File: src/rtl/uart_pkg.sv
// Shared definitions for the memory-mapped UART: register addresses,
// CON bit positions, FSM state types and the CON read-word packer.
package uart_pkg;

    localparam logic [31:0] UART_TXD_ADDR = 32'h4000_0018;
    localparam logic [31:0] UART_RXD_ADDR = 32'h4000_001C;
    localparam logic [31:0] UART_CON_ADDR = 32'h4000_0020;

    localparam int CON_TX_IE    = 0;
    localparam int CON_RX_IE    = 1;
    localparam int CON_TX_DONE  = 2;
    localparam int CON_RX_READY = 3;
    localparam int CON_TX_BUSY  = 4;
    localparam int CON_RX_OVR   = 5;

    typedef enum logic [1:0] {TX_IDLE, TX_START, TX_DATA, TX_STOP} tx_state_t;
    typedef enum logic [1:0] {RX_IDLE, RX_START, RX_DATA, RX_STOP} rx_state_t;

    // Assemble the CON read value; undefined bits read as zero.
    function automatic logic [31:0] con_word(input logic [1:0] ie,
                                             input logic tx_done,
                                             input logic rx_ready,
                                             input logic tx_busy,
                                             input logic rx_ovr);
        logic [31:0] w;
        w = '0;
        w[CON_TX_IE]    = ie[0];
        w[CON_RX_IE]    = ie[1];
        w[CON_TX_DONE]  = tx_done;
        w[CON_RX_READY] = rx_ready;
        w[CON_TX_BUSY]  = tx_busy;
        w[CON_RX_OVR]   = rx_ovr;
        return w;
    endfunction

endpackage

File: src/rtl/uart_rx.sv
// 8N1 receiver: two-flop synchronizer, mid-bit sampling FSM, and a
// one-cycle valid / frame_err pulse at the stop-bit sample.
module uart_rx
    import uart_pkg::*;
#(
    parameter int BAUD_DIV = 5208
) (
    input  logic       clk,
    input  logic       rst,
    input  logic       rx,
    output logic [7:0] data,
    output logic       valid,
    output logic       frame_err
);

    localparam int CW = $clog2(BAUD_DIV);
    localparam logic [CW-1:0] FULL_M1 = CW'(BAUD_DIV - 1);
    localparam logic [CW-1:0] HALF_M1 = CW'(BAUD_DIV / 2 - 1);

    logic          sync1_reg;
    logic          sync2_reg;
    rx_state_t     state_reg;
    logic [CW-1:0] cnt_reg;
    logic [2:0]    bit_reg;
    logic [7:0]    shift_reg;
    logic          valid_reg;
    logic          frame_err_reg;

    // Bring the asynchronous line into the clock domain; idle level is high.
    always_ff @(posedge clk) begin
        if (rst) begin
            sync1_reg <= 1'b1;
            sync2_reg <= 1'b1;
        end else begin
            sync1_reg <= rx;
            sync2_reg <= sync1_reg;
        end
    end

    // Receive FSM: qualify the start bit at half a bit, then sample each
    // data bit and the stop bit one full bit period apart (mid-bit).
    always_ff @(posedge clk) begin
        if (rst) begin
            state_reg     <= RX_IDLE;
            cnt_reg       <= '0;
            bit_reg       <= '0;
            shift_reg     <= '0;
            valid_reg     <= 1'b0;
            frame_err_reg <= 1'b0;
        end else begin
            valid_reg     <= 1'b0;
            frame_err_reg <= 1'b0;
            case (state_reg)
                RX_IDLE: begin
                    if (!sync2_reg) begin
                        state_reg <= RX_START;
                        cnt_reg   <= '0;
                        bit_reg   <= '0;
                    end
                end
                RX_START: begin
                    if (cnt_reg == HALF_M1) begin
                        cnt_reg   <= '0;
                        state_reg <= sync2_reg ? RX_IDLE : RX_DATA;
                    end else begin
                        cnt_reg <= cnt_reg + CW'(1);
                    end
                end
                RX_DATA: begin
                    if (cnt_reg == FULL_M1) begin
                        cnt_reg   <= '0;
                        shift_reg <= {sync2_reg, shift_reg[7:1]};
                        if (bit_reg == 3'd7) begin
                            state_reg <= RX_STOP;
                        end else begin
                            bit_reg <= bit_reg + 3'd1;
                        end
                    end else begin
                        cnt_reg <= cnt_reg + CW'(1);
                    end
                end
                RX_STOP: begin
                    if (cnt_reg == FULL_M1) begin
                        cnt_reg   <= '0;
                        state_reg <= RX_IDLE;
                        if (sync2_reg) begin
                            valid_reg <= 1'b1;
                        end else begin
                            frame_err_reg <= 1'b1;
                        end
                    end else begin
                        cnt_reg <= cnt_reg + CW'(1);
                    end
                end
                default: state_reg <= RX_IDLE;
            endcase
        end
    end

    assign data      = shift_reg;
    assign valid     = valid_reg;
    assign frame_err = frame_err_reg;

endmodule

File: src/rtl/uart_periph.sv
// Memory-mapped UART peripheral: address decode, CON/RXD registers,
// 8N1 transmit FSM and the receive sub-block.
module uart_periph
    import uart_pkg::*;
#(
    parameter int BAUD_DIV = 5208
) (
    input  logic        clk,
    input  logic        rst,
    input  logic [31:0] addr,
    input  logic        MemRead,
    input  logic        MemWrite,
    input  logic [31:0] wdata,
    output logic [31:0] rdata,
    input  logic        rx,
    output logic        tx,
    output logic        irq
);

    localparam int CW = $clog2(BAUD_DIV);
    localparam logic [CW-1:0] FULL_M1 = CW'(BAUD_DIV - 1);

    tx_state_t     tx_state_reg;
    logic [CW-1:0] tx_cnt_reg;
    logic [2:0]    tx_bit_reg;
    logic [7:0]    tx_shift_reg;
    logic          tx_reg;

    logic [1:0]    ie_reg;
    logic          tx_done_reg;
    logic          rx_ready_reg;
    logic          rx_ovr_reg;
    logic [7:0]    rxd_reg;

    logic [7:0]    rx_byte;
    logic          rx_valid;
    logic          rx_frame_err;

    logic sel_txd, sel_rxd, sel_con;
    logic txd_wr, con_wr, con_rd;
    logic tx_busy, tx_finish, rx_accept;
    logic unused_wdata;

    assign sel_txd = (addr == UART_TXD_ADDR);
    assign sel_rxd = (addr == UART_RXD_ADDR);
    assign sel_con = (addr == UART_CON_ADDR);
    assign txd_wr  = MemWrite & sel_txd;
    assign con_wr  = MemWrite & sel_con;
    assign con_rd  = MemRead & sel_con;

    assign tx_busy   = (tx_state_reg != TX_IDLE);
    assign tx_finish = (tx_state_reg == TX_STOP) && (tx_cnt_reg == FULL_M1);
    assign rx_accept = rx_valid & ~rx_frame_err;

    assign unused_wdata = ^wdata[31:8];

    uart_rx #(.BAUD_DIV(BAUD_DIV)) u_rx (
        .clk       (clk),
        .rst       (rst),
        .rx        (rx),
        .data      (rx_byte),
        .valid     (rx_valid),
        .frame_err (rx_frame_err)
    );

    // Transmit FSM: each state holds BAUD_DIV cycles per bit; writes that
    // arrive while a frame is in flight are ignored.
    always_ff @(posedge clk) begin
        if (rst) begin
            tx_state_reg <= TX_IDLE;
            tx_cnt_reg   <= '0;
            tx_bit_reg   <= '0;
            tx_shift_reg <= '0;
            tx_reg       <= 1'b1;
        end else begin
            case (tx_state_reg)
                TX_IDLE: begin
                    if (txd_wr) begin
                        tx_shift_reg <= wdata[7:0];
                        tx_state_reg <= TX_START;
                        tx_cnt_reg   <= '0;
                        tx_reg       <= 1'b0;
                    end
                end
                TX_START: begin
                    if (tx_cnt_reg == FULL_M1) begin
                        tx_cnt_reg   <= '0;
                        tx_bit_reg   <= '0;
                        tx_state_reg <= TX_DATA;
                        tx_reg       <= tx_shift_reg[0];
                        tx_shift_reg <= {1'b0, tx_shift_reg[7:1]};
                    end else begin
                        tx_cnt_reg <= tx_cnt_reg + CW'(1);
                    end
                end
                TX_DATA: begin
                    if (tx_cnt_reg == FULL_M1) begin
                        tx_cnt_reg <= '0;
                        if (tx_bit_reg == 3'd7) begin
                            tx_state_reg <= TX_STOP;
                            tx_reg       <= 1'b1;
                        end else begin
                            tx_bit_reg   <= tx_bit_reg + 3'd1;
                            tx_reg       <= tx_shift_reg[0];
                            tx_shift_reg <= {1'b0, tx_shift_reg[7:1]};
                        end
                    end else begin
                        tx_cnt_reg <= tx_cnt_reg + CW'(1);
                    end
                end
                TX_STOP: begin
                    if (tx_cnt_reg == FULL_M1) begin
                        tx_cnt_reg   <= '0;
                        tx_state_reg <= TX_IDLE;
                    end else begin
                        tx_cnt_reg <= tx_cnt_reg + CW'(1);
                    end
                end
                default: tx_state_reg <= TX_IDLE;
            endcase
        end
    end

    // CON/RXD state: a flag set in the same cycle as a clearing CON read wins.
    always_ff @(posedge clk) begin
        if (rst) begin
            ie_reg       <= '0;
            tx_done_reg  <= 1'b0;
            rx_ready_reg <= 1'b0;
            rx_ovr_reg   <= 1'b0;
            rxd_reg      <= '0;
        end else begin
            if (con_wr) begin
                ie_reg <= wdata[1:0];
            end
            tx_done_reg  <= tx_finish | (tx_done_reg & ~con_rd);
            rx_ready_reg <= rx_accept | (rx_ready_reg & ~con_rd);
            rx_ovr_reg   <= (rx_accept & rx_ready_reg) | (rx_ovr_reg & ~con_rd);
            if (rx_accept) begin
                rxd_reg <= rx_byte;
            end
        end
    end

    // Combinational read mux so the MEM/WB register can capture it this cycle.
    always_comb begin
        rdata = '0;
        if (MemRead) begin
            if (sel_rxd) begin
                rdata = {24'b0, rxd_reg};
            end else if (sel_con) begin
                rdata = con_word(ie_reg, tx_done_reg, rx_ready_reg, tx_busy, rx_ovr_reg);
            end
        end
    end

    assign tx  = tx_reg;
    assign irq = (ie_reg[0] & tx_done_reg) | (ie_reg[1] & rx_ready_reg);

endmodule

File: config.mk
export PLATFORM = sky130hd
export DESIGN_NAME = uart_periph
export DESIGN_NICKNAME = d
export VERILOG_FILES = /design/src/rtl/uart_pkg.sv /design/src/rtl/uart_rx.sv /design/src/rtl/uart_periph.sv
export SDC_FILE = /design/constraint.sdc
export NUM_CORES = 1
export LEC_CHECK = 0
export CORE_UTILIZATION = 35
export DETAILED_ROUTE_END_ITERATION = 12
export DONT_BUFFER_PORTS = 1
export PLACE_DENSITY = 0.52
export SLEW_MARGIN = 20
export SYNTH_ARGS = -nofsm -noshare
export SYNTH_HDL_FRONTEND = slang
export SYNTH_SLANG_ARGS = --single-unit
File: constraint.sdc
create_clock -name clk -period 3.2 [get_ports clk]
set_clock_uncertainty 0.05 [all_clocks]
set_input_delay 0.64 -clock clk [delete_from_list [all_inputs] [get_ports clk]]
set_output_delay 0.64 -clock clk [all_outputs]
set_load 0.03 [all_outputs]
Yosys cells after proc, flatten, opt, wreduce, memory -nomap -nowiden
Index checks and enable logic that the tools add are counted.
{"block": "totals", "latchBits": 0, "rom_bits": 0, "inputBits": 69, "ff_bits": 70, "word_cells": 126, "mem_count": 0, "output_inout_bits": 34, "ramBits": 0}
{"block": "op_classes", "n_mux": 43, "shifts": 0, "eq_ne": 26, "magnitude_cmp": 0, "addsub": 4, "multipliers": 0, "n_reduce_logical": 17, "div_mod_pow": 0, "n_bitwise": 18}
{"op": "32-bit by 31-bit equality test with 1-bit output, second input constant", "n": 3}
{"op": "13-bit 2-to-1 mux", "n": 5}
{"op": "8-bit 2-to-1 mux", "n": 6}
{"op": "13-bit one-hot mux with 3 select lines", "n": 1}
{"op": "13-bit by 1-bit adder with 13-bit output, second input constant", "n": 2}
{"op": "13-bit equality test, second input constant", "n": 2}
{"op": "13-bit one-hot mux with 2 select lines", "n": 1}
{"op": "8-bit one-hot mux with 3 select lines", "n": 1}
{"op": "2-bit 2-to-1 mux", "n": 11}
{"op": "3-bit 2-to-1 mux", "n": 6}
{"op": "2-bit one-hot mux with 4 select lines", "n": 2}
{"op": "5-bit AND reduction", "n": 3}
{"op": "2-bit inequality test, second input constant", "n": 7}
{"op": "13-bit by 12-bit equality test with 1-bit output, second input constant", "n": 1}
{"op": "3-bit one-hot mux with 2 select lines", "n": 2}
{"op": "4-bit AND reduction", "n": 3}
{"op": "1-bit bitwise AND", "n": 10}
{"op": "2-bit by 1-bit inequality test with 1-bit output, second input constant", "n": 5}
{"op": "2-bit equality test, second input constant", "n": 4}
{"op": "3-bit by 1-bit adder with 3-bit output, second input constant", "n": 2}
{"op": "3-bit equality test, second input constant", "n": 2}
{"op": "1-bit 2-to-1 mux", "n": 6}
{"op": "6-bit 2-to-1 mux", "n": 1}
{"op": "2-bit nonzero test", "n": 3}
{"op": "10 further kinds", "n": 19}

Logic depth before layout (Yosys ltp)
Gate-level depths: netlist of run 1.
{"block": "logic_depth", "depth_word": 5, "ltp_mapped": 8, "depth_no_buf": 7}

Modules after synthesis
From an unflattened synthesis of run 1, not the netlist that was laid out.
{"block": "hier_totals", "cells_unflattened": 473, "hier_area_um2": 3902.5}
{"module": "uart_periph", "cells_each": 295, "area_each_um2": 2418.6, "seq_area_each_um2": 800.8, "instances": 1}
{"module": "uart_rx", "cells_each": 178, "area_each_um2": 1483.9, "seq_area_each_um2": 600.6, "instances": 1}

Worst setup path before layout of run 1
Ideal clock, no wire load.
{"block": "synth_timing", "path_type": "input port to output port", "start": "in addr[3]", "end": "out rdata[2]", "n_path_buf": 1, "arrival_time_ps": 2412, "stages": 5, "path_slack_ps": 98, "t_required_ps": 2510, "path_cell_list": "or4b_2 -> nor3_1 -> clkbuf_1 -> a22oi_1 -> nor2b_1"}
{"block": "synth_between", "elab_chain_len": 4, "word_cells_on_any_way": 5, "classes_between": "eq/ne: 2; mux: 3"}
{"element": "from (decl)", "line": "uart_periph.sv:10", "source": "input logic [31:0] addr,"}
{"element": "32-bit by 31-bit equality test with 1-bit output", "line": "uart_periph.sv:46", "source": "assign sel_con = (addr == UART_CON_ADDR);"}
{"element": "6-bit 2-to-1 mux", "line": "uart_periph.sv:151", "source": "end else if (sel_con) begin"}
{"element": "8-bit 2-to-1 mux (*)", "line": "uart_periph.sv:149", "source": "if (sel_rxd) begin"}
{"element": "8-bit 2-to-1 mux (*)", "line": "uart_periph.sv:148", "source": "if (MemRead) begin"}
{"element": "to (decl)", "line": "uart_periph.sv:14", "source": "output logic [31:0] rdata,"}
Every way passes the cells marked *; elsewhere a longest branch is shown, timed or not.

Final worst setup path of run 1
{"block": "layout_timing", "start": "in addr[3]", "end": "out rdata[0]"}
The elaborated chain is that of the path after synthesis.

==> impl_metrics.toml, run 1 <==
[die]
row_count = 38
design.core.area_sq_mm = 0.0108
start_util_pct = 36.0
dieWidth_microns = 108
die_area_sq_mm = 0.0116
die_height_microns = 108
io_pins = 103

[worst_setup_path]
critPathKind = "in -> out"
critPathLaunchType = "input port"
arrival_ns = 2.07
cp-end-kind = "primary output"
crit_required_ns = 2.51
path_max_fanout = 12

[cells_and_area]
drive_gt1_share_pct = 11.5
nets = 543
layout_commonest_cell = "dfxtp_1"
final_cell_mix = "dfxtp_1 (70), nand2_1 (55), a21oi_1 (41)"
area_delta_synth_final_pct = 7.34

[route]
wl_per_cell_microns = 14.7
dr.pass1.iters = 4
ant_nets = 0
drc = 0
vias_per_cell = 5.45
drt_iter0_markers = 212
num_vias = 3322
routed_wl_mm = 8.93

[synth]
synth-seq-area-share_pct = 35.9
synthCells = 465
yosys.area.top_type = "dfxtp_1"
yosys.cell_types.count = 62
yosys_warnings = 0
synth-edff-count = 0
ys.flop_type = "dfxtp_1"
synth_top_area_share_pct = 35.9
async_flop_share_pct = 0
syn_area_sq_mm = 0.00390
syn_avg_cell_area_sq_um = 8.39
yosys-top-cells-area = "dfxtp_1 (36%), nand2_1 (5.3%), a21oi_1 (5.3%)"
synth-seq-cells = 70

[power_and_ir_drop]
swShare_pct = 22.5
p_sw_w = 0.000391
seqPwrFrac_pct = 50.4
power_density_mw_per_mm2 = 416
peakVddDrop_mv = 0.229
power_leakage_nw = 1.34
internal_power_w = 0.00135
power_frac_clock_pct = 45.2
pwr-share-comb_pct = 4.4

[min_path]
min_path_type = "in -> reg"

[clock_tree]
cts.hold.buffers_added = 0
cts_tree = "built"
cts_sinks = 70
clkTransAtPathRegs_ns = 0.07
clock_latency_ns = 0.35
cts_setup_buffers = 0
clockBufferDepth = 2
numCtsBuffers = 9
htreeDepth = 3
cts_resized = 0
cts_root_buffer = "clkbuf_8"

[sta]
hold_viol = 0
layout_setup_ws_ns = 0.438
setup_viol = 0
layout_min_cycle_time_ns = 2.76
rsz0062_at_grt = "false"
relSlewSlack_pct = 51.2
post-route-period-util_pct = 86.3
tightest_slew_ns = 0.732
slew_viol_final = 0
setup_tns_ns = 0
fmax_mhz = 362

[global_routing]
grt_max_degree = 52
grt_antenna_before_repair = 2
grt_pass1_wl_mm = 14.9
grt_overflow = 0
grt_pass1_vias = 3123
grt.total_usage_pct = 16.4

[placed_design]
gp_congestion = 0.854
dp_slack_ns = 0.415
dp_hpwl_mm = 6.39
portBuffers = 0

[job]
cap_violations = 0

[run_status]
outcome = "finished, final reports clean"
-- routing by layer --
metal  up-vias  wire, microns  global-route usage [%]
met5         -             13                       0
met4         2            131                    5.09
met3        10            481                    5.69
met2        68           4310                    26.9
met1      1584           3990                    20.0
li1       1658              -                       -
-- cell families after synthesis --
kind of cell,count (synthesis),synth area share [%]
and+or+nand+nor,201,29.6
AOI/OAI and AO/OA,107,17.5
DFF,70,35.9
buffers and inverters,53,7.63
muxes,18,4.84
adders and majority gates,11,3.53
xor gates and xnor gates,4,0.898
other,1,0.0961
-- critical path: stages --
cell	delay, ns
or4b_2	0.70
nor3_1	0.15
buf_4	0.20
a22oi_1	0.08
nor2b_1	0.12
buf_4	0.17
-- metrics by stage --
stage / hold WS, ns / utilization [%] / instances / total power (W) / cell area, sq um
after floorplan: 0.339 / - / 488 / 0.000997 / 3990
after global placement: 0.343 / 36.6 / 592 / 0.000973 / 3970
after detailed placement: 0.347 / 36.6 / 592 / 0.000974 / 3970
after CTS: 0.277 / 38.6 / 608 / 0.00178 / 4190
after global routing: 0.275 / 38.6 / 608 / 0.00181 / 4190
final: 0.295 / 38.6 / 609 / 0.00174 / 4190
-- cell type report --
| type | count | area [sq um] |
|---|---|---|
| multi-input cells | 365 | 2290 |
| well taps | 140 | 175 |
| flip-flops and latches | 70 | 1400 |
| clock inverters | 4 | 70.1 |
| repair buffers | 11 | 82.6 |
| inverters | 6 | 22.5 |
| clock buffers | 12 | 145 |
| diodes | 1 | 2.50 |
| fillers | 1164 | 6650 |
-- worst paths after layout --
kind | start | end | slack [ns] | cells past startpoint
setup / recovery | addr[3] | rdata[0] | 0.44 | 6
hold / removal | rst | u_rx.cnt_reg[4]$_SDFFE_PP0P_ | 0.29 | 1
setup reg to reg | u_rx.cnt_reg[0]$_SDFFE_PP0P_ | u_rx.cnt_reg[8]$_SDFFE_PP0P_ | 0.84 | 6
hold reg to reg | u_rx.sync1_reg$_SDFF_PP1_ | u_rx.sync2_reg$_SDFF_PP1_ | 0.36 | 1
-- Yosys cell counts, types with 3 or more instances --
master and n:
nand2_1 55, mux2i_1 11, dfxtp_1 70, clkbuf_1 18, buf_1 3, nand4b_1 3, or2_2 5, nor4_1 18
o21ai_0 15, a31oi_1 15, nor4_4 3, buf_4 24, nor3_1 13, ha_1 11, or3_1 4, and2_1 3
or4_1 4, nor3b_1 3, a22oi_1 6, inv_1 6, nor2b_1 9, or4bb_1 3, a21oi_1 41, a21bo_2 5
nor2_1 28, nand3_1 20, o31ai_1 7, mux2_2 7, nand2b_1 6, nand4_1 7
-- power by group through the flow --
stage	Combinational [W]	Sequential, W	Clock, W
floorplan	0.000101	0.000896	0
global placement	0.0000763	0.000897	0
detailed placement	0.0000766	0.000897	0
CTS	0.0000768	0.000877	0.000824
global route	0.0000831	0.000877	0.000849
finish	0.0000769	0.000877	0.000787
Power figures use the tool's default switching activity.
==> run 2, diff against run 1 <==
--- a/config.mk
+++ b/config.mk
@@ -5,10 +5,10 @@
 export SDC_FILE = /design/constraint.sdc
 export NUM_CORES = 1
 export LEC_CHECK = 0
-export CORE_UTILIZATION = 35
+export CORE_UTILIZATION = 60
 export DETAILED_ROUTE_END_ITERATION = 12
 export DONT_BUFFER_PORTS = 1
-export PLACE_DENSITY = 0.52
+export PLACE_DENSITY = 0.79
 export SLEW_MARGIN = 20
 export SYNTH_ARGS = -nofsm -noshare
 export SYNTH_HDL_FRONTEND = slang
==> impl_metrics.toml, run 2 (synthesis results as in run 1) <==
[power_and_ir_drop]
power_frac_clock_pct = 42.1
peakVddDrop_mv = 0.297
pwr-share-comb_pct = 4.7
internal_power_w = 0.00125
p_sw_w = 0.000398
power_leakage_nw = 1.31
seqPwrFrac_pct = 53.2
swShare_pct = 24.2
power_density_mw_per_mm2 = 405

[sta]
setup_viol = 0
rsz0062_at_grt = "false"
relSlewSlack_pct = 51.4
slew_viol_final = 0
hold_viol = 0
fmax_mhz = 356
layout_setup_ws_ns = 0.394
tightest_slew_ns = 0.725
layout_min_cycle_time_ns = 2.81
setup_tns_ns = 0
post-route-period-util_pct = 87.7

[cells_and_area]
drive_gt1_share_pct = 11.4
layout_commonest_cell = "dfxtp_1"
final_util_pct = 64.4
fin_area_sq_mm = 0.00407
nets = 541
fin_cells = 543
final_cell_mix = "dfxtp_1 (70), nand2_1 (55), a21oi_1 (41)"
fill_cells = 542
diodes = 0
seqCellArea_sq_mm = 0.00140
multi_input_area_sq_mm = 0.00229
area_delta_synth_final_pct = 4.23

[route]
vias_per_cell = 6.15
ant_nets = 0
wl_per_cell_microns = 15.3
num_vias = 3341
routed_wl_mm = 8.33
dr.pass1.iters = 5
drt_iter0_markers = 245
drc = 0

[placed_design]
gp_congestion = 0.930
dp_cells = 527
dp_hpwl_mm = 5.84
dp_slack_ns = 0.401
portBuffers = 0
placed_area_sq_mm = 0.00388

[worst_setup_path]
path_max_fanout = 12
crit_required_ns = 2.51
critPathKind = "in -> out"
arrival_ns = 2.12
cp-end-kind = "primary output"
critPathLaunchType = "input port"

[global_routing]
grt_max_degree = 52
grt_pass1_vias = 2826
grt_overflow = 0
grt.total_usage_pct = 25.0
grt_antenna_before_repair = 1
grt_pass1_wl_mm = 13.0

[clock_tree]
htreeDepth = 3
clock_latency_ns = 0.35
clkTransAtPathRegs_ns = 0.07
cts_sinks = 70
numCtsBuffers = 9
cts_setup_buffers = 0
clockBufferDepth = 2
cts_root_buffer = "clkbuf_8"
cts.hold.buffers_added = 0
cts_tree = "built"
cts_resized = 0

[job]
cap_violations = 0

[die]
design.core.area_sq_mm = 0.00631
dieWidth_microns = 82.7
start_util_pct = 61.8
die_area_sq_mm = 0.00683
row_count = 29
die_height_microns = 82.7
io_pins = 103

[min_path]
min_path_type = "in -> reg"

[run_status]
outcome = "finished, final reports clean"
[run 2: path summary, 6_finish.rpt]
path / from / to / slack (ns) / cells past startpoint
worst max-delay path: addr[20] / rdata[5] / 0.39 / 7
worst min-delay path: rst / u_rx.cnt_reg[1]$_SDFFE_PP0P_ / 0.30 / 1
worst max register to register: u_rx.cnt_reg[0]$_SDFFE_PP0P_ / u_rx.cnt_reg[8]$_SDFFE_PP0P_ / 0.81 / 6
worst min register to register: u_rx.sync1_reg$_SDFF_PP1_ / u_rx.sync2_reg$_SDFF_PP1_ / 0.36 / 1
[run 2: final cells by class]
cell class	count	share of cell area, %
multi-input cells	365	56.3
flip-flops and latches	70	34.5
clock buffers	10	3.14
well taps	77	2.37
repair buffers	9	1.66
clock inverters	6	1.54
inverters	6	0.554
[run 2: worst max-delay path, stage by stage]
cell and delay [ns]:
nor4_1 0.26, nand3_1 0.35, nor3_1 0.28, buf_4 0.21
a22oi_1 0.08, nor2b_1 0.13, buf_4 0.17
[run 2: power by group through the flow]
stage          Sequential, W  Clock, W  Combinational, W
2_1_floorplan       0.000896         0          0.000101
3_3_place_gp        0.000897         0         0.0000750
3_5_place_dp        0.000897         0         0.0000759
4_1_cts             0.000877  0.000705         0.0000762
5_1_grt             0.000877  0.000743         0.0000842
6_report            0.000877  0.000693         0.0000767
[run 2: layer usage]
metal	GRT usage [%]	part of all wire (%)	vias to the layer above
li1	-	-	1647
met5	0	0.13	-
met4	8.28	1.3	2
met1	31.2	43	1573
met2	40.2	49	100
met3	8.46	5.9	19
[run 2: per-stage QoR]
stage                     total power (W)  hold slack [ns]
after floorplan                  0.000997            0.339
after global placement           0.000972            0.341
after detailed placement         0.000973            0.345
after CTS                         0.00166            0.292
after global routing              0.00170            0.281
final                             0.00165            0.303
